`config.mk`:
```
export PLATFORM = sky130hd
export DESIGN_NAME = jk_bank_sequencer
export DESIGN_NICKNAME = d
export VERILOG_FILES = /design/src/rtl/jk_bank_sequencer.sv
export SDC_FILE = /design/constraint.sdc
export NUM_CORES = 1
export LEC_CHECK = 0
export CAP_MARGIN = 20
export CORE_AREA = 4 4 69 71
export CTS_BUF_LIST = sky130_fd_sc_hd__clkbuf_8
export CTS_CLUSTER_DIAMETER = 60
export DETAILED_ROUTE_END_ITERATION = 8
export DIE_AREA = 0 0 73 75
export GPL_ROUTABILITY_DRIVEN = 0
export HOLD_SLACK_MARGIN = 0.12
export PLACE_DENSITY = 0.63
export SYNTH_ARGS = -nofsm -noshare
export SYNTH_HDL_FRONTEND = slang
export SYNTH_SLANG_ARGS = --single-unit
```
`constraint.sdc`:
```
create_clock -name clk -period 2.2 [get_ports clk]
set_clock_uncertainty 0.2 [all_clocks]
set_input_delay 0.22 -clock clk [delete_from_list [all_inputs] [get_ports clk]]
set_output_delay 0.22 -clock clk [all_outputs]
set_load 0.02 [all_outputs]
```
`src/rtl/jk_bank_sequencer.sv`:
```
// Command-driven sequencer for a WIDTH-bit JK flip-flop bank; an op runs for N edges, then a one-cycle done.
// Latency: accept at t0, first q change at t0+1, done during the cycle after t0+N; cmd_ready is high only in IDLE.
module jk_bank_sequencer #(
  parameter int WIDTH = 4,
  parameter int CNT_W = 8
) (
  input  logic             clk,
  input  logic             rst_n,
  input  logic             cmd_valid,
  output logic             cmd_ready,
  input  logic [2:0]       cmd_op,
  input  logic [WIDTH-1:0] cmd_data,
  input  logic [CNT_W-1:0] cmd_count,
  input  logic             abort,
  output logic [WIDTH-1:0] j_vec,
  output logic [WIDTH-1:0] k_vec,
  output logic [WIDTH-1:0] q,
  output logic [WIDTH-1:0] q_inverse,
  output logic             busy,
  output logic             done,
  output logic             aborted
);

  typedef enum logic [1:0] {S_IDLE, S_EXEC, S_DONE} state_e;

  localparam logic [2:0] OP_NOP        = 3'd0;
  localparam logic [2:0] OP_LOAD       = 3'd1;
  localparam logic [2:0] OP_CLEAR      = 3'd2;
  localparam logic [2:0] OP_SET        = 3'd3;
  localparam logic [2:0] OP_TOGGLE     = 3'd4;
  localparam logic [2:0] OP_COUNT_UP   = 3'd5;
  localparam logic [2:0] OP_SHIFT_LEFT = 3'd6;
  localparam logic [2:0] OP_COUNT_DOWN = 3'd7;

  state_e           state_q, state_d;
  logic [2:0]       op_q, op_d;
  logic [WIDTH-1:0] data_q, data_d;
  logic [CNT_W-1:0] rem_q, rem_d;
  logic             aborted_q, aborted_d;
  logic [WIDTH-1:0] bank_q, bank_d;

  logic [WIDTH-1:0] j_raw, k_raw, shift_j;
  logic             carry;
  logic [CNT_W-1:0] n_eff;

  assign shift_j = {bank_q[WIDTH-2:0], data_q[0]};

  // J/K decode of the latched op against the live bank; gated to zero outside EXEC.
  always_comb begin
    j_raw = '0;
    k_raw = '0;
    carry = 1'b1;
    case (op_q)
      OP_LOAD: begin
        j_raw = data_q;
        k_raw = ~data_q;
      end
      OP_CLEAR:  k_raw = '1;
      OP_SET:    j_raw = '1;
      OP_TOGGLE: begin
        j_raw = data_q;
        k_raw = data_q;
      end
      OP_COUNT_UP: begin
        for (int i = 0; i < WIDTH; i++) begin
          j_raw[i] = carry;
          k_raw[i] = carry;
          carry    = carry & bank_q[i];
        end
      end
      OP_COUNT_DOWN: begin
        for (int i = 0; i < WIDTH; i++) begin
          j_raw[i] = carry;
          k_raw[i] = carry;
          carry    = carry & ~bank_q[i];
        end
      end
      OP_SHIFT_LEFT: begin
        j_raw = shift_j;
        k_raw = ~shift_j;
      end
      default: begin
        j_raw = '0;
        k_raw = '0;
      end
    endcase
  end

  always_comb begin
    case (cmd_op)
      OP_NOP:                    n_eff = '0;
      OP_LOAD, OP_CLEAR, OP_SET: n_eff = CNT_W'(1);
      default:                   n_eff = cmd_count;
    endcase
  end

  always_comb begin
    state_d   = state_q;
    op_d      = op_q;
    data_d    = data_q;
    rem_d     = rem_q;
    aborted_d = aborted_q;
    j_vec     = '0;
    k_vec     = '0;
    cmd_ready = 1'b0;
    done      = 1'b0;
    case (state_q)
      S_IDLE: begin
        cmd_ready = 1'b1;
        if (cmd_valid) begin
          op_d      = cmd_op;
          data_d    = cmd_data;
          rem_d     = n_eff;
          aborted_d = 1'b0;
          state_d   = (n_eff == '0) ? S_DONE : S_EXEC;
        end
      end
      S_EXEC: begin
        // Abort wins over the final decrement and freezes the bank this cycle.
        if (abort) begin
          aborted_d = 1'b1;
          state_d   = S_DONE;
        end else begin
          j_vec = j_raw;
          k_vec = k_raw;
          if (rem_q <= CNT_W'(1)) begin
            rem_d   = '0;
            state_d = S_DONE;
          end else begin
            rem_d = rem_q - CNT_W'(1);
          end
        end
      end
      S_DONE: begin
        done    = 1'b1;
        state_d = S_IDLE;
      end
      default: state_d = S_IDLE;
    endcase
  end

  assign bank_d    = (j_vec & ~bank_q) | (~k_vec & bank_q);
  assign q         = bank_q;
  assign q_inverse = ~bank_q;
  assign busy      = (state_q != S_IDLE);
  assign aborted   = done & aborted_q;

  always_ff @(posedge clk or negedge rst_n) begin
    if (!rst_n) begin
      state_q   <= S_IDLE;
      op_q      <= OP_NOP;
      data_q    <= '0;
      rem_q     <= '0;
      aborted_q <= 1'b0;
      bank_q    <= '0;
    end else begin
      state_q   <= state_d;
      op_q      <= op_d;
      data_q    <= data_d;
      rem_q     <= rem_d;
      aborted_q <= aborted_d;
      bank_q    <= bank_d;
    end
  end

endmodule

```
Word-level counts from Yosys, hierarchy flattened
Cells that the tools add are included.

Bits in registers: 22. Bits of input ports: 19. Output and inout bits: 20. Logic and storage cells: 71.

$add $sub $neg: 1. $lt $le $gt $ge: 1. Eq/ne operators: 16. Multiplexer cells: 21. Bitwise gates (word level): 15. Reductions and logical operators: 11.

Operators by type and width (number): $pmux W8 S2 (2); $mux W8 (3); $pmux W4 S6 (1); $pmux W4 S5 (1); $mux W4 (4); $not A4 Y4 (4); $eq A3 B2 Y1 const B (4); $eq A3 B3 Y1 const B (4); $and A4 B4 Y4 (2); $le A8 B1 Y1 const B (1); $logic_not A8 Y1 (1); $mux W2 (4); $sub A8 B1 Y8 const B (1); $eq A3 B1 Y1 const B (2); $ne A2 B2 Y1 const B (3); $reduce_and A3 Y1 (2); $and A1 B1 Y1 (5); $mux W1 (4); $or A4 B4 Y4 (1); $pmux W2 S2 (1); $reduce_and A2 Y1 (2); $reduce_bool A2 Y1 (2); $logic_not A3 Y1 (1); $ne A3 B3 Y1 const B (1); other kinds (7) (9).

Longest topological paths before layout
Gate-level depths: netlist (run 1).

Word-level depth: 9. Depth in mapped cells: 7. Depth with buffers taken out: 6.

Worst setup path before layout (run 1)
OpenSTA, ideal clock, no wires.

Kind: reg-to-reg. Start point: reg bank_q[0] (netlist: q[0]). End point: reg bank_q[2] (netlist: q[2]). Library setup time: 143 ps. Arrival: 1816 ps. Required time: 1857 ps. Path slack: 41 ps. Stages on the path, launching flop included: 6. Buffers on the path: 1. Clock period less this slack: 2159 ps. Path through: dfrtp_1 > clkbuf_1 > or3b_2 > a21bo_2 > a21oi_1 > o21ai_0.

Word-level cells in the longest chain between the ends: 8.

RTL lines: from (decl) (line 40) `logic [WIDTH-1:0] bank_q, bank_d;`; from (signal assigned) (line 162) `bank_q <= bank_d;`; $not A1 Y1 (line 75) `carry = carry & ~bank_q[i];`; $and A1 B1 Y1 (line 75); $pmux W4 S6 (*) (line 53) `case (op_q)`; $mux W4 (*) (line 120) `if (abort) begin`; $mux W4 (*) (line 107) `case (state_q)`; net k_vec[2] (line 16) `output logic [WIDTH-1:0] k_vec,`; $not A4 Y4 (*) (line 142) `assign bank_d = (j_vec & ~bank_q) | (~k_vec & bank_q);`; $and A4 B4 Y4 (*) (line 142); $or A4 B4 Y4 (*) (line 142); net bank_d[2] (line 40).

The timed path passes the listed nets; every way through them passes the cells marked *. A chain may end at the register's enable or synchronous reset.

Final worst setup path (run 1)
Start point: reg bank_q[1] (netlist: q[1]). End point: out j_vec[3].

Word-level cells in the longest chain between the ends: 6.

RTL lines: $not A1 Y1 (line 75); $and A1 B1 Y1 (2 in a row) (line 75); $pmux W4 S5 (*) (line 53); $mux W4 (*) (line 120); $mux W4 (*) (line 107); to (decl) (line 15) `output logic [WIDTH-1:0] j_vec,`.

Every way passes the cells marked *; elsewhere a longest branch is shown, timed or not.

==> results of run 1 <==
-- worst max-delay path, cell delays in order (launching register included) --
cell and delay, ns:
dfrtp_2 0.44, or4b_4 0.55, a211oi_2 0.22, a31o_2 0.13
buf_4 0.13
-- power groups by stage --
stage | registers [mW] | clock network [mW] | logic, mW
after global placement | 0.803 | 0 | 2.36
final | 0.811 | 0.381 | 2.71
after CTS | 0.801 | 0.393 | 2.53
after floorplan | 0.786 | 0 | 1.40
after global routing | 0.840 | 0.404 | 2.95
after detailed placement | 0.819 | 0 | 2.43
-- synth_stat cells, types with 2 or more instances --
| cell | count |
|---|---|
| o211ai_1 | 2 |
| and3_1 | 2 |
| nand2b_1 | 6 |
| dfrtp_1 | 22 |
| clkbuf_1 | 9 |
| o21bai_1 | 2 |
| o21ai_0 | 14 |
| nor4b_1 | 2 |
| mux2_2 | 8 |
| nor3b_1 | 6 |
| nor4bb_1 | 2 |
| o21ai_1 | 3 |
| nor3_1 | 4 |
| nand4b_1 | 3 |
| a22o_1 | 5 |
| nor4_1 | 3 |
| a21o_1 | 3 |
| buf_2 | 2 |
| xor2_1 | 3 |
| or3b_2 | 2 |
| nor2_1 | 10 |
| inv_1 | 8 |
| o221a_2 | 2 |
| ha_1 | 2 |
| a21oi_1 | 11 |
| nand2_1 | 5 |
| nor2b_1 | 3 |
| o21a_1 | 2 |
| a31oi_1 | 2 |
| nand3_1 | 8 |
-- through the flow --
stage	setup TNS (ns)	area, um^2
finish	0	2490
global route	-0.169	2490
CTS	-0.0233	2390
detailed placement	-2.48	2270
global placement	-2.27	2270
floorplan	0	1600
-- registers in the layout, indices dropped and copies added, names as in the netlist --
register / count
rem_q: 8
data_q: 4
q: 4
op_q: 3
state_q: 2
aborted_q: 1
-- final cells by class --
| cell class | instances | area, um^2 |
|---|---|---|
| timing repair buffer | 79 | 688 |
| clock buffer | 3 | 41.3 |
| clock inverter | 1 | 30.0 |
| sequential | 22 | 556 |
| fill | 362 | 1740 |
| tap | 52 | 65.1 |
| multi-input combinational | 137 | 1080 |
| inverter | 8 | 30.0 |
-- kinds of logic after synthesis --
group / count (synthesis) / share of synthesized area
simple gates: 64 / 0.252
compound gates: 59 / 0.255
flops: 22 / 0.345
buf+inv: 21 / 0.0541
mux: 9 / 0.0627
xor+xnor: 3 / 0.0165
fa+ha+maj: 2 / 0.0157
-- layer usage --
| metal | wire length (um) | part of all wire | track usage |
|---|---|---|---|
| met1 | 2090 | 0.45 | 0.224 |
| met4 | 21 | 0.0045 | 0.0348 |
| met5 | 0 | 0 | 0 |
| met3 | 134 | 0.029 | 0.0227 |
| met2 | 2370 | 0.51 | 0.315 |
-- worst paths after layout --
| path | to | slack (ns) |
|---|---|---|
| max | j_vec[3] | 0.03 |
| min | q[3] | 0.31 |
| max reg2reg | rem_q[2] | 0.13 |
| min reg2reg | q[3] | 0.31 |
| max in group asynchronous | op_q[1] | 0.89 |
| min in group asynchronous | aborted_q | 0.65 |
-- repair_timing --
item                                    4_1_cts  5_1_grt
pin swaps                                     1        3
endpoints found under the hold margin        16        0
hold buffers                                  1        0
setup buffers                                 2        2
gates resized for setup                      43       20
endpoints found under the setup margin        8       10
==> impl_metrics.py, run 1 <==
metrics = {
    "power": {
        "vdd_ir_drop_max_mv": 0.719,
        "p_sw_frac": 0.423,
        "p_per_area_nw_per_um2": 1570,
        "power.switching_mw": 1.65,
        "p_comb_frac": 0.695,
        "clkPwrFrac": 0.098,
        "total_power_mw": 3.91,
        "power_leakage_nw": 1.06,
        "intPower_mw": 2.26,
        "p_seq_frac": 0.208,
    },
    "layout": {
        "drive_gt1_frac": 0.356,
        "mostFrequentLayoutCells": "buf_4, clkdlybuf4s50_1, dfrtp_1",
        "finalNonFillerCells": 302,
        "antenna-diode-count": 0,
        "syn2layout_area_growth_pct": 56.0,
        "postLayoutCoreUtil": 0.588,
        "nets": 272,
        "layout_commonest_cell": "buf_4",
    },
    "timing": {
        "fin_hold_ws_ns": 0.311,
        "rsz0062_at_grt": "yes",
        "timing.final.crit_share": 0.984,
        "setup_ws_ns": 0.0341,
        "drv_slew": 0,
        "max_slew.worst_pin.slew_ns": 0.425,
        "hold_viol_final": 0,
        "setup_viol": 0,
        "slew_headroom": 0.716,
        "fin_crit_ns": 2.17,
        "max_freq_mhz": 462,
    },
    "synth": {
        "synth_cell_types": 54,
        "seq_area_frac_synth": 0.345,
        "synth_area_um2": 1600,
        "synthCells": 180,
        "yosys_most_used_dff": "dfrtp_1",
        "synth_top_area_share": 0.345,
        "synthTopCellsByArea": "dfrtp_1, mux2_2, o21ai_0",
        "synth_top_area_cell": "dfrtp_1",
        "synth_area_per_cell_um2": 8.87,
        "ys_ff_latch": 22,
        "yosysWarningCount": 0,
        "syn-num-nets": 201,
        "synth_edf_count": 0,
        "async_flop_share": 1.00,
    },
    "die": {
        "row_count": 24,
        "start_util": 0.377,
        "die_area_um2": 5480,
        "pin_count": 39,
        "core_area_um2": 4230,
        "dieWidth_um": 73,
        "fp.dieH_um": 75,
    },
    "cts": {
        "cts_tree": "yes",
        "clock_latency_ns": 0.26,
        "numCtsBuffers": 3,
        "cts.clk_slew.worst_paths_ns": 0.08,
        "cts_max_level": 1,
        "clock_sinks": 22,
        "clockRootBuffer": "clkbuf_8",
        "clock_path_buffers": 2,
    },
    "job": {
        "drv_cap": 0,
    },
    "critical_path": {
        "worstSetupStartpoint": "q[1]",
        "ff2ff_path_depth": 7,
        "r2r-start": "rem_q[1]",
        "cp-start-kind": "flop",
        "crit_arrival_ns": 1.75,
        "worstPathRequired_ns": 1.78,
        "cp-end-kind": "primary output",
        "critPathKind": "reg -> out",
        "path_max_fanout": 4,
    },
    "status": {
        "outcome": "completed",
    },
    "route": {
        "wire_per_inst_um": 15.3,
        "via_per_inst": 5.50,
        "wl_um": 4620,
        "postRouteAntennaNets": 0,
        "first_iter_violations": 73,
        "dr.pass1.iters": 4,
        "routed-via-count": 1660,
        "drcViolationCount": 0,
    },
    "placement": {
        "port_buffers": 38,
        "hpwl_um": 3520,
        "dp_cells": 293,
        "post-place-ws_ns": -0.420,
    },
    "min_path": {
        "min_path_type": "reg -> reg",
        "hold_depth": 1,
        "min_from": "q[3]",
    },
    "grt": {
        "grt_pass1_wl_um": 7540,
        "grtUsageTotal": 0.175,
        "grt_start_max_net_pins": 23,
        "antenna_found_initial": 0,
        "grt_pass1_vias": 1621,
        "overflow": 0,
    },
}
No activity file was read; power rests on OpenSTA's default activity.
==> inputs of run 2 (changes only) <==
--- a/config.mk
+++ b/config.mk
@@ -6,14 +6,15 @@
 export NUM_CORES = 1
 export LEC_CHECK = 0
 export CAP_MARGIN = 20
-export CORE_AREA = 4 4 69 71
+export CORE_AREA = 4 4 65 67
 export CTS_BUF_LIST = sky130_fd_sc_hd__clkbuf_8
 export CTS_CLUSTER_DIAMETER = 60
+export CTS_CLUSTER_SIZE = 16
 export DETAILED_ROUTE_END_ITERATION = 8
-export DIE_AREA = 0 0 73 75
+export DIE_AREA = 0 0 69 71
 export GPL_ROUTABILITY_DRIVEN = 0
 export HOLD_SLACK_MARGIN = 0.12
-export PLACE_DENSITY = 0.63
+export PLACE_DENSITY = 0.7
 export SYNTH_ARGS = -nofsm -noshare
 export SYNTH_HDL_FRONTEND = slang
 export SYNTH_SLANG_ARGS = --single-unit
==> run 2 against run 1 <==
Against the previous run:
- the run now ends with setup timing left
- core utilization up 6.7 points
- worst hold slack worse by 0.0063 ns
- first-iteration DRC count up 38%
- non-clock buffer count down 10
- sequential power up 1%
- die area down 11%
- critical path type unchanged
==> impl_metrics.py, run 2 (synthesis gave the netlist of run 1 again) <==
metrics = {
    "power": {
        "p_per_area_nw_per_um2": 1570,
        "vdd_ir_drop_max_mv": 0.682,
        "total_power_mw": 3.73,
        "power_leakage_nw": 1.00,
    },
    "critical_path": {
        "cpPeakStageDelay_ns": 0.53,
        "cp_cell_sequence": "or3b_2, a31oi_4, nor2_1, nor2_1, buf_4",
        "r2r-start": "rem_q[2]",
        "cp_common_cell": "nor2_1",
        "cpMaxStageDelayCell": "or3b_2",
        "worstPathRequired_ns": 1.78,
        "cp-start-kind": "flop",
        "path_max_fanout": 4,
        "r2r_end": "rem_q[2]",
        "crit_arrival_ns": 1.79,
        "reg2reg_slack_ns": 0.14,
        "critPathKind": "reg -> out",
        "worstSetupStartpoint": "q[1]",
        "setup.worst_path.end": "j_vec[2]",
        "cp-end-kind": "primary output",
        "ff2ff_path_depth": 5,
    },
    "cts": {
        "clock_path_buffers": 2,
        "clockRootBuffer": "clkbuf_8",
        "cts.clk_slew.worst_paths_ns": 0.08,
        "cts_max_level": 1,
        "clock_latency_ns": 0.27,
        "clock_sinks": 22,
        "cts_tree": "yes",
        "numCtsBuffers": 3,
    },
    "timing": {
        "setup_viol": 1,
        "hold_viol_final": 0,
        "tns_ns": -0.00607,
        "max_slew.worst_pin.slew_ns": 0.487,
        "timing.final.crit_share": 1.00,
        "fin_crit_ns": 2.21,
        "max_freq_mhz": 453,
        "rsz0062_at_grt": "yes",
        "setup_ws_ns": -0.00607,
        "drv_slew": 0,
        "slew_headroom": 0.671,
    },
    "layout": {
        "finalNonFillerCells": 288,
        "antenna-diode-count": 0,
        "mostFrequentLayoutCells": "clkdlybuf4s50_1, buf_4, dfrtp_1",
        "syn2layout_area_growth_pct": 49.2,
        "stdcell_area_um2": 2380,
        "largest-register": "rem_q",
        "largest_reg_flops": 8,
        "postLayoutCoreUtil": 0.656,
        "drive_gt1_frac": 0.313,
        "nets": 262,
    },
    "die": {
        "row_count": 22,
        "pin_count": 39,
        "start_util": 0.439,
        "fp.dieH_um": 71,
        "die_area_um2": 4900,
        "dieWidth_um": 69,
        "core_area_um2": 3630,
    },
    "grt": {
        "overflow": 0,
        "grt_start_max_net_pins": 23,
        "grt_pass1_wl_um": 7240,
        "grtUsageTotal": 0.178,
        "antenna_found_initial": 0,
        "grt_pass1_vias": 1534,
    },
    "status": {
        "outcome": "finished, violations left",
        "failed_checks": "setup timing",
    },
    "min_path": {
        "min_path_type": "reg -> reg",
    },
    "route": {
        "via_per_inst": 5.75,
        "drcViolationCount": 0,
        "first_iter_violations": 101,
        "wire_per_inst_um": 15.6,
        "dr.pass1.iters": 4,
        "wl_um": 4490,
        "postRouteAntennaNets": 0,
        "routed-via-count": 1655,
    },
    "placement": {
        "dp_cells": 281,
        "hpwl_um": 3360,
        "placed_area_um2": 2190,
        "port_buffers": 38,
    },
    "job": {
        "drv_cap": 0,
    },
}
-- run 2: routing by layer --
metal  global-route usage  wire [um]  up-vias
li1                     -          -      798
met1                0.241       1980      801
met2                0.291       2240       51
met3               0.0327        224        5
met4               0.0456         44        0
met5                    0          0        -
-- run 2: metrics by stage --
step	setup WS [ns]	hold slack (ns)
final	-0.00607	0.305
after global routing	-0.0727	0.318
after CTS	-0.000287	0.308
after detailed placement	-0.423	0.289
after global placement	-0.401	0.282
after floorplan	0.0408	-0.276
-- run 2: how the worst min path moves through the flow --
| stage | startpoint | end | cells past startpoint |
|---|---|---|---|
| after CTS | aborted_q | aborted_q | 1 |
| after global placement | aborted_q | aborted_q | 1 |
| after detailed placement | aborted_q | aborted_q | 1 |
| after floorplan | rst_n | aborted_q | 0 |
| final | aborted_q | aborted_q | 1 |
| after global routing | aborted_q | aborted_q | 1 |
-- run 2: area by class of cell --
type | count | area [um^2]
multi-input combinational | 137 | 1070
tap | 48 | 60.1
clock inverter | 1 | 30.0
fill | 302 | 1250
inverter | 8 | 30.0
clock buffer | 3 | 41.3
timing repair buffer | 69 | 601
sequential | 22 | 553
-- run 2: repair_timing --
item / 4_1_cts / 5_1_grt
pin swaps: 2 / 4
setup endpoints to repair: 8 / 11
resized for setup: 37 / 22
gates cloned: 0 / 1
hold buffers: 1 / 0
hold endpoints to repair: 22 / 0
setup buffers: 0 / 1
-- run 2: report_power, final --
part | internal (mW) | switching (mW)
sequential | 0.600 | 0.223
clock | 0.243 | 0.140
combinational | 1.26 | 1.27
-- run 2: worst max-delay path: cells and delay by family, from the launching register on --
| kind | cells | cell delay (ns) |
|---|---|---|
| flip-flops | 1 | 0.42 |
| AO/OA/AOI/OAI | 1 | 0.21 |
| buffers and inverters | 1 | 0.16 |
| AND/OR/NAND/NOR | 3 | 0.73 |
